<file path="src/rtl/shift_reg_pkg.sv">
// Shared definitions for the serial shift-register family (transmit and
// receive sides).
//   state_t        : two-state shifter FSM encoding (IDLE, SHIFT)
//   IDLE_LEVEL_DEF : default level of the serial line between words
//   cnt_width()    : width of a bit counter that can hold DATA_W-1
package shift_reg_pkg;

  typedef enum logic {
    IDLE  = 1'b0,
    SHIFT = 1'b1
  } state_t;

  localparam logic IDLE_LEVEL_DEF = 1'b0;

  // $clog2(data_w) always holds data_w-1; clamp to 1 bit so a degenerate
  // width can never produce a zero-width counter.
  function automatic int cnt_width(input int data_w);
    return (data_w < 2) ? 1 : $clog2(data_w);
  endfunction

endpackage

</file>
<file path="src/rtl/shift_reg_piso_tx.sv">
// Parallel-in, serial-out transmitter. A DATA_W-bit word is accepted over a
// valid/ready handshake and shifted out on sdo, one bit per clock. Words
// offered back-to-back are sent without a gap between them.
//
// Ports
//   clk       : clock, rising edge
//   reset_n   : asynchronous active-low reset
//   in_data   : parallel word, sampled only when in_valid && in_ready
//   in_valid  : upstream offers a word
//   in_ready  : a word is accepted this cycle (idle, or on the last bit)
//   sdo       : serial data, registered; IDLE_LEVEL between words
//   sframe    : registered, high while sdo carries a data bit
//   sdo_last  : registered, high with the final bit of each word
//   busy      : high while the FSM is in SHIFT
module shift_reg_piso_tx
  import shift_reg_pkg::*;
#(
  parameter int   DATA_W     = 8,
  parameter bit   MSB_FIRST  = 1'b1,
  parameter logic IDLE_LEVEL = IDLE_LEVEL_DEF
) (
  input  logic              clk,
  input  logic              reset_n,
  input  logic [DATA_W-1:0] in_data,
  input  logic              in_valid,
  output logic              in_ready,
  output logic              sdo,
  output logic              sframe,
  output logic              sdo_last,
  output logic              busy
);

  localparam int              CNT_W    = cnt_width(DATA_W);
  localparam logic [CNT_W-1:0] CNT_LOAD = CNT_W'(DATA_W - 1);
  localparam logic [CNT_W-1:0] CNT_ONE  = CNT_W'(1);

  state_t            state, state_nx;
  logic [CNT_W-1:0]  cnt, cnt_nx;
  logic [DATA_W-1:0] sreg, sreg_nx;
  logic              sdo_nx, sframe_nx, last_nx;
  logic              accept;

  // Move every bit one place toward the head; the vacated tail fills with 0.
  function automatic logic [DATA_W-1:0] shift_toward_head(input logic [DATA_W-1:0] v);
    if (MSB_FIRST) return {v[DATA_W-2:0], 1'b0};
    else           return {1'b0, v[DATA_W-1:1]};
  endfunction

  function automatic logic head_bit(input logic [DATA_W-1:0] v);
    return MSB_FIRST ? v[DATA_W-1] : v[0];
  endfunction

  // Ready is decoded from registered state only, so it never loops back
  // through in_valid.
  assign in_ready = (state == IDLE) || ((state == SHIFT) && (cnt == '0));
  assign accept   = in_valid && in_ready;
  assign busy     = (state == SHIFT);

  // Next-state: state, counter and shift register.
  always_comb begin
    state_nx = state;
    cnt_nx   = cnt;
    sreg_nx  = sreg;
    case (state)
      IDLE: begin
        if (accept) begin
          state_nx = SHIFT;
          cnt_nx   = CNT_LOAD;
          sreg_nx  = in_data;
        end
      end
      SHIFT: begin
        if (cnt == '0) begin
          // Reloading on the last bit keeps the stream gapless.
          if (accept) begin
            cnt_nx  = CNT_LOAD;
            sreg_nx = in_data;
          end else begin
            state_nx = IDLE;
          end
        end else begin
          sreg_nx = shift_toward_head(sreg);
          cnt_nx  = cnt - CNT_ONE;
        end
      end
      default: state_nx = IDLE;
    endcase
  end

  // Outputs are computed from the next state and registered, so sdo,
  // sframe and sdo_last come straight from flops.
  always_comb begin
    sdo_nx    = IDLE_LEVEL;
    sframe_nx = 1'b0;
    last_nx   = 1'b0;
    if (state_nx == SHIFT) begin
      sdo_nx    = head_bit(sreg_nx);
      sframe_nx = 1'b1;
      last_nx   = (cnt_nx == '0);
    end
  end

  // State register. Reset drops any partially sent word.
  always_ff @(posedge clk or negedge reset_n) begin
    if (!reset_n) begin
      state    <= IDLE;
      cnt      <= '0;
      sreg     <= '0;
      sdo      <= IDLE_LEVEL;
      sframe   <= 1'b0;
      sdo_last <= 1'b0;
    end else begin
      state    <= state_nx;
      cnt      <= cnt_nx;
      sreg     <= sreg_nx;
      sdo      <= sdo_nx;
      sframe   <= sframe_nx;
      sdo_last <= last_nx;
    end
  end

endmodule

</file>
<file path="config.mk">
export PLATFORM = sky130hd
export DESIGN_NAME = shift_reg_piso_tx
export DESIGN_NICKNAME = d
export VERILOG_FILES = /design/src/rtl/shift_reg_pkg.sv /design/src/rtl/shift_reg_piso_tx.sv
export SDC_FILE = /design/constraint.sdc
export NUM_CORES = 1
export LEC_CHECK = 0
export ABC_AREA = 1
export BUFFER_PORTS_ARGS = -buffer_cell sky130_fd_sc_hd__buf_4
export CORE_AREA = 10 10 47 49
export CTS_CLUSTER_SIZE = 40
export DETAILED_ROUTE_END_ITERATION = 10
export DIE_AREA = 0 0 57 59
export GPL_TIMING_DRIVEN = 0
export PLACE_DENSITY_LB_ADDON = 0.12
export SYNTH_ARGS = -nofsm -noshare
export SYNTH_HDL_FRONTEND = slang
export SYNTH_SLANG_ARGS = --single-unit
</file>
<file path="constraint.sdc">
create_clock -name clk -period 1.7 [get_ports clk]
set_clock_uncertainty 0.1 [all_clocks]
set_input_delay 0.34 -clock clk [delete_from_list [all_inputs] [get_ports clk]]
set_output_delay 0.34 -clock clk [all_outputs]
set_load 0.005 [all_outputs]
</file>
==> qor.csv, run 1 <==
metric,value,unit
status,completed,
Fin. Hold Viols,0,
startpoint types,flop,
fmax,616,MHz
Final setup viols,0,
post-synthesis sequential area ratio,53.7,%
clock buffer count from CTS,3,
crit path DAT,1.18,ns
final net count,99,
total track usage,7.68,%
Tmin final,1.62,ns
remaining antenna violation count,0,
DP HPWL,910,µm
Peak VDD IR,0.835,mV
CTS H-tree lvls,1,
Setup CP Type,reg -> out,
Post-synth EDFFs,0,
routability cong.,0.682,
most frequent cells in the layout,"buf_4 (19), nor2_1 (13), dfrtp_1 (13)",
crit-path max FO,4,
Vias/cell,4.76,
initial antenna violation count,0,
#FFs+latches synth,13,
ANT cells,0,
CTS tree,done,
Placed Cells,94,
CTS sink count,13,
vias in the first global route,512,
share of layout cells above drive strength 1,40.0,%
Final Core Density,57.5,%
root buffer cell,clkbuf_4,
die area,3360,µm²
Clock transition at path regs,0.08,ns
clock power share,12.8,%
Slew Limit Fails,0,
count of unique library cells instantiated by Yosys,16,
"commonest non-fill, non-tap cell in the layout",buf_4,
Post-Layout Cell Count,101,
leading area contributor after synthesis,dfrtp_1,
HP Class,in -> reg,
hold depth,3,
sequential power share,35.4,%
Core ar.,1400,µm²
post-synthesis cell count,63,
Worst-Margin Slew,0.225,ns
Post-Synthesis Net Count,76,
fin worst setup slack,0.0763,ns
area grow syn2layout,33.1,%
pin count of the biggest net entering global routing,14,
Switch Pwr,562,µW
max-cap violations,0,
area fraction of the dominant cell type after synthesis,53.7,%
TNS Setup,0,ns
"FFs w/ async S/R, synth",100,%
wire per inst,12.4,µm
I/O Buffers,15,
worst r2r path cells,9,
DR pass1 iterations,4,
mapped cell area,606,µm²
dpl ws,0.189,ns
yosys warns,0,
Internal Power,923,µW
WL final,1250,µm
crit end category,output port,
DRC,0,
WHS,0.198,ns
Static Leakage,0.420,nW
Pwr Density,1840,nW/µm²
prevailing post-synth register cell,dfrtp_1,
vias,481,
io pins,16,
Die Height,59,µm
relative slew slack,85.0,%
combinational share of power,51.8,%
cell row count,14,
First DRT Iteration DRCs,8,
"Avg Cell Area, Syn",9.61,µm²
period utilisation layout,95.5,%
overflow left after global routing,0,
CP required,1.26,ns
initial core utilization,43.2,%
fill cell count,139,
synth top area cells,"dfrtp_1 (54%), nor2_1 (8.1%), o22ai_1 (7.2%), ha_1 (4.1%), nand2_2 (4.1%)",
first-pass GRT wire length,2060,µm
Clock Latency Late Sink,0.27,ns
switching part of the total,37.9,%
CTS Buffer Depth,2,
unrepaired setup endpoints after global routing,no,
Chip Width,57,µm
[synth_stat cells, types with 2 or more instances]
master   instances
ha_1             2
dfrtp_1         13
nand2_1          6
o22ai_1          7
nand2_2          4
nand3_1          3
inv_1            5
nand2_4          2
nor2_1          13
buf_4            2
[routing by layer]
metal	share of wire, %	vias to the layer above	track usage (%)	routed length, µm
li1	-	244	-	-
met1	42	226	7.44	523
met2	51	9	13.2	633
met3	6.4	2	2.79	80
met4	1.0	0	5.70	13
met5	0	-	0	0
[registers in the layout (all words and copies together) (netlist names)]
register  count
sdo           1
sdo_last      1
cnt           3
sreg          7
sframe        1
[final timing paths]
kind / start / to / slack (ns)
max: cnt[0]$_DFF_PN0_ / in_ready / 0.08
min: in_data[0] / sreg[0]$_DFF_PN0_ / 0.20
max reg2reg: cnt[0]$_DFF_PN0_ / sreg[1]$_DFF_PN0_ / 0.17
min reg2reg: cnt[1]$_DFF_PN0_ / cnt[1]$_DFF_PN0_ / 0.39
max in group asynchronous: reset_n / sdo_last$_DFF_PN0_ / 0.99
min in group asynchronous: reset_n / sreg[1]$_DFF_PN0_ / 0.34
[layout make-up]
cell class	instances	area (µm²)	share of cell area, %
repair buffers	19	158	19.6
inverters	7	31.3	3.88
multi-input cells	40	230	28.6
clock buffers	4	26.3	3.26
well taps	16	20.0	2.48
plain buffers	2	15.0	1.86
flip-flops and latches	13	325	40.4
[logic make-up after synthesis]
| logic type | share of synthesized area (%) |
|---|---|
| compound gates | 8.88 |
| fa+ha+maj | 4.13 |
| buf+inv | 10.1 |
| flops | 53.7 |
| simple gates | 23.1 |
[power groups by stage]
stage	clock [mW]	combinational (mW)	sequential (mW)
finish	0.190	0.769	0.526
CTS	0.197	0.679	0.527
floorplan	0	0.517	0.513
global route	0.206	0.873	0.538
detailed placement	0	0.701	0.525
global placement	0	0.683	0.522
[through the flow]
| step | power [mW] | cell area, µm² |
|---|---|---|
| 2_1_floorplan | 1.03 | 606 |
| 3_3_place_gp | 1.20 | 738 |
| 3_5_place_dp | 1.23 | 738 |
| 4_1_cts | 1.40 | 771 |
| 5_1_grt | 1.62 | 806 |
| 6_report | 1.49 | 806 |
[repair_timing]
action	CTS	global route
resized for setup	3	0
hold buffers	1	0
setup buffers	0	3
hold endpoints to repair	13	0
endpoints found under the setup margin	1	1
[worst max-delay path: stages (launching register included)]
cell	delay, ns
dfrtp_1	0.39
inv_2	0.08
ha_2	0.19
nand2_4	0.07
nand2_8	0.07
buf_4	0.11
Power figures use the tool's default switching activity.
==> run 2: changes to the inputs <==
--- a/config.mk
+++ b/config.mk
@@ -11,8 +11,8 @@
 export CTS_CLUSTER_SIZE = 40
 export DETAILED_ROUTE_END_ITERATION = 10
 export DIE_AREA = 0 0 57 59
-export GPL_TIMING_DRIVEN = 0
 export PLACE_DENSITY_LB_ADDON = 0.12
 export SYNTH_ARGS = -nofsm -noshare
 export SYNTH_HDL_FRONTEND = slang
 export SYNTH_SLANG_ARGS = --single-unit
+export TNS_END_PERCENT = 10
==> qor.csv, run 2 (synthesis gave the netlist of run 1 again) <==
metric,value,unit,change
status,completed,,
FF/Latch Area,325,µm²,unchanged
ANT cells,0,,unchanged
I/O Buffers,15,,unchanged
DP HPWL,892,µm,-2.0%
Reg2Reg Launch Point,cnt[0]$_DFF_PN0_,,
Final Core Density,55.0,%,-2.5 points
CTS H-tree lvls,1,,unchanged
WL final,1150,µm,-8.2%
hold depth,3,,unchanged
WHS,0.200,ns,+0.00162 ns
Clock Latency Late Sink,0.27,ns,about the same
CTS sink count,13,,unchanged
Setup CP Type,reg -> out,,
Peak VDD IR,0.928,mV,+11%
Pwr Density,1820,nW/µm²,-1.5%
unrepaired setup endpoints after global routing,no,,
Chip Width,57,µm,unchanged
RR Endpoint,sdo_last$_DFF_PN0_,,
io pins,16,,unchanged
CTS Buffer Depth,2,,unchanged
first-pass GRT wire length,1990,µm,-3.0%
overflow left after global routing,0,,unchanged
clock buffer count from CTS,3,,unchanged
"Most flops, register",sreg,,
fill cell count,138,,-0.72%
period utilisation layout,95.3,%,-0.26 points
Placed Cells,91,,-3.2%
dpl ws,0.131,ns,-0.0581 ns
die area,3360,µm²,unchanged
Clock transition at path regs,0.08,ns,about the same
"Largest stage delay, worst path",0.39,ns,about the same
"commonest non-fill, non-tap cell in the layout",buf_4,,
biggest registers after layout,"sreg (7), cnt (3)",,
wire per inst,11.7,µm,-5.4%
area grow syn2layout,27.3,%,
Tot Pwr,1.40,mW,-5.8%
final net count,96,,-3.0%
First DRT Iteration DRCs,2,,-6
DRC,0,,unchanged
Vias/cell,4.77,,about the same
CP required,1.26,ns,about the same
Die Height,59,µm,unchanged
Fin. Hold Viols,0,,unchanged
vias,467,,-2.9%
crit-path max FO,5,,+1
share of layout cells above drive strength 1,37.8,%,-2.2 points
"Slowest-stage cell, CP",dfrtp_1,,
pin count of the biggest net entering global routing,14,,unchanged
multi-input logic area,230,µm²,unchanged
Slew Limit Fails,0,,unchanged
total track usage,7.10,%,-0.59 points
fmax,618,MHz,+0.27%
crit end category,output port,,
Static Leakage,0.402,nW,-4.1%
vias in the first global route,457,,-11%
Critical path buffers and inverters,2,,unchanged
remaining antenna violation count,0,,unchanged
hold_sp,in_data[0],,
TNS Setup,0,ns,unchanged
initial antenna violation count,0,,unchanged
Final setup viols,0,,unchanged
initial core utilization,43.2,%,unchanged
most frequent cells in the layout,"buf_4 (17), nor2_1 (13), dfrtp_1 (13)",,
CTS tree,done,,
max reg flops,7,,unchanged
Top delay family on crit path,flip-flops,,
routability cong.,0.737,,+8.1%
Post-Layout Inst Area,771,µm²,-4.3%
"Critical Path, Cell by Cell","inv_2, ha_2, nand2_4, nand2_8, buf_4",,
relative slew slack,80.4,%,-4.6 points
cell row count,14,,unchanged
fin worst setup slack,0.0807,ns,+0.00442 ns
DR pass1 iterations,4,,unchanged
FF-to-FF setup slack,0.22,ns,+0.05 ns
Worst-Margin Slew,0.293,ns,+0.0679 ns
Area after DPL,708,µm²,-4.1%
Tmin final,1.62,ns,-0.00442 ns
Post-Layout Cell Count,98,,-3.0%
startpoint types,flop,,
max-cap violations,0,,unchanged
Core ar.,1400,µm²,unchanged
crit path DAT,1.18,ns,about the same
root buffer cell,clkbuf_4,,
Worst Hold End,sreg[0]$_DFF_PN0_,,
HP Class,in -> reg,,
worst r2r path cells,10,,+1
-- run 2: routing by layer --
metal | GRT usage [%] | vias to the layer above | wire length, µm
met4 | 3.02 | 0 | 14
met5 | 0 | - | 0
met1 | 8.51 | 216 | 531
li1 | - | 240 | -
met2 | 10.7 | 9 | 516
met3 | 3.22 | 2 | 85
-- run 2: worst max path at each step --
stage | startpoint | slack (ns) | depth (start not counted) | to
final | cnt[0]$_DFF_PN0_ | 0.08 | 5 | in_ready
after global routing | cnt[0]$_DFF_PN0_ | 0.02 | 5 | in_ready
after CTS | cnt[0]$_DFF_PN0_ | 0.03 | 5 | in_ready
after detailed placement | cnt[0]$_DFF_PN0_ | 0.13 | 7 | cnt[1]$_DFF_PN0_
after global placement | cnt[0]$_DFF_PN0_ | 0.17 | 7 | cnt[1]$_DFF_PN0_
after floorplan | cnt[0]$_DFF_PN0_ | 0.36 | 10 | sdo_last$_DFF_PN0_
-- run 2: worst min-delay path: stages --
cell and delay, ns:
buf_4 0.08, nand3_1 0.06, nand2_1 0.06
-- run 2: cell type report --
type | count | share of cell area, %
sequential | 13 | 42.2
multi-input combinational | 40 | 29.9
timing repair buffer | 18 | 17.9
inverter | 7 | 4.06
clock buffer | 4 | 3.41
tap | 16 | 2.60
-- run 2: timing repair --
item | 4_1_cts | 5_1_grt
endpoints found under the hold margin | 13 | 0
endpoints found under the setup margin | 1 | 1
gates resized for setup | 3 | 0
setup buffers | 0 | 2
hold buffers | 1 | 0
-- run 2: report_power, final --
part | internal, mW | switching, mW
clock network | 0.0906 | 0.0954
registers | 0.450 | 0.0765
logic | 0.316 | 0.370
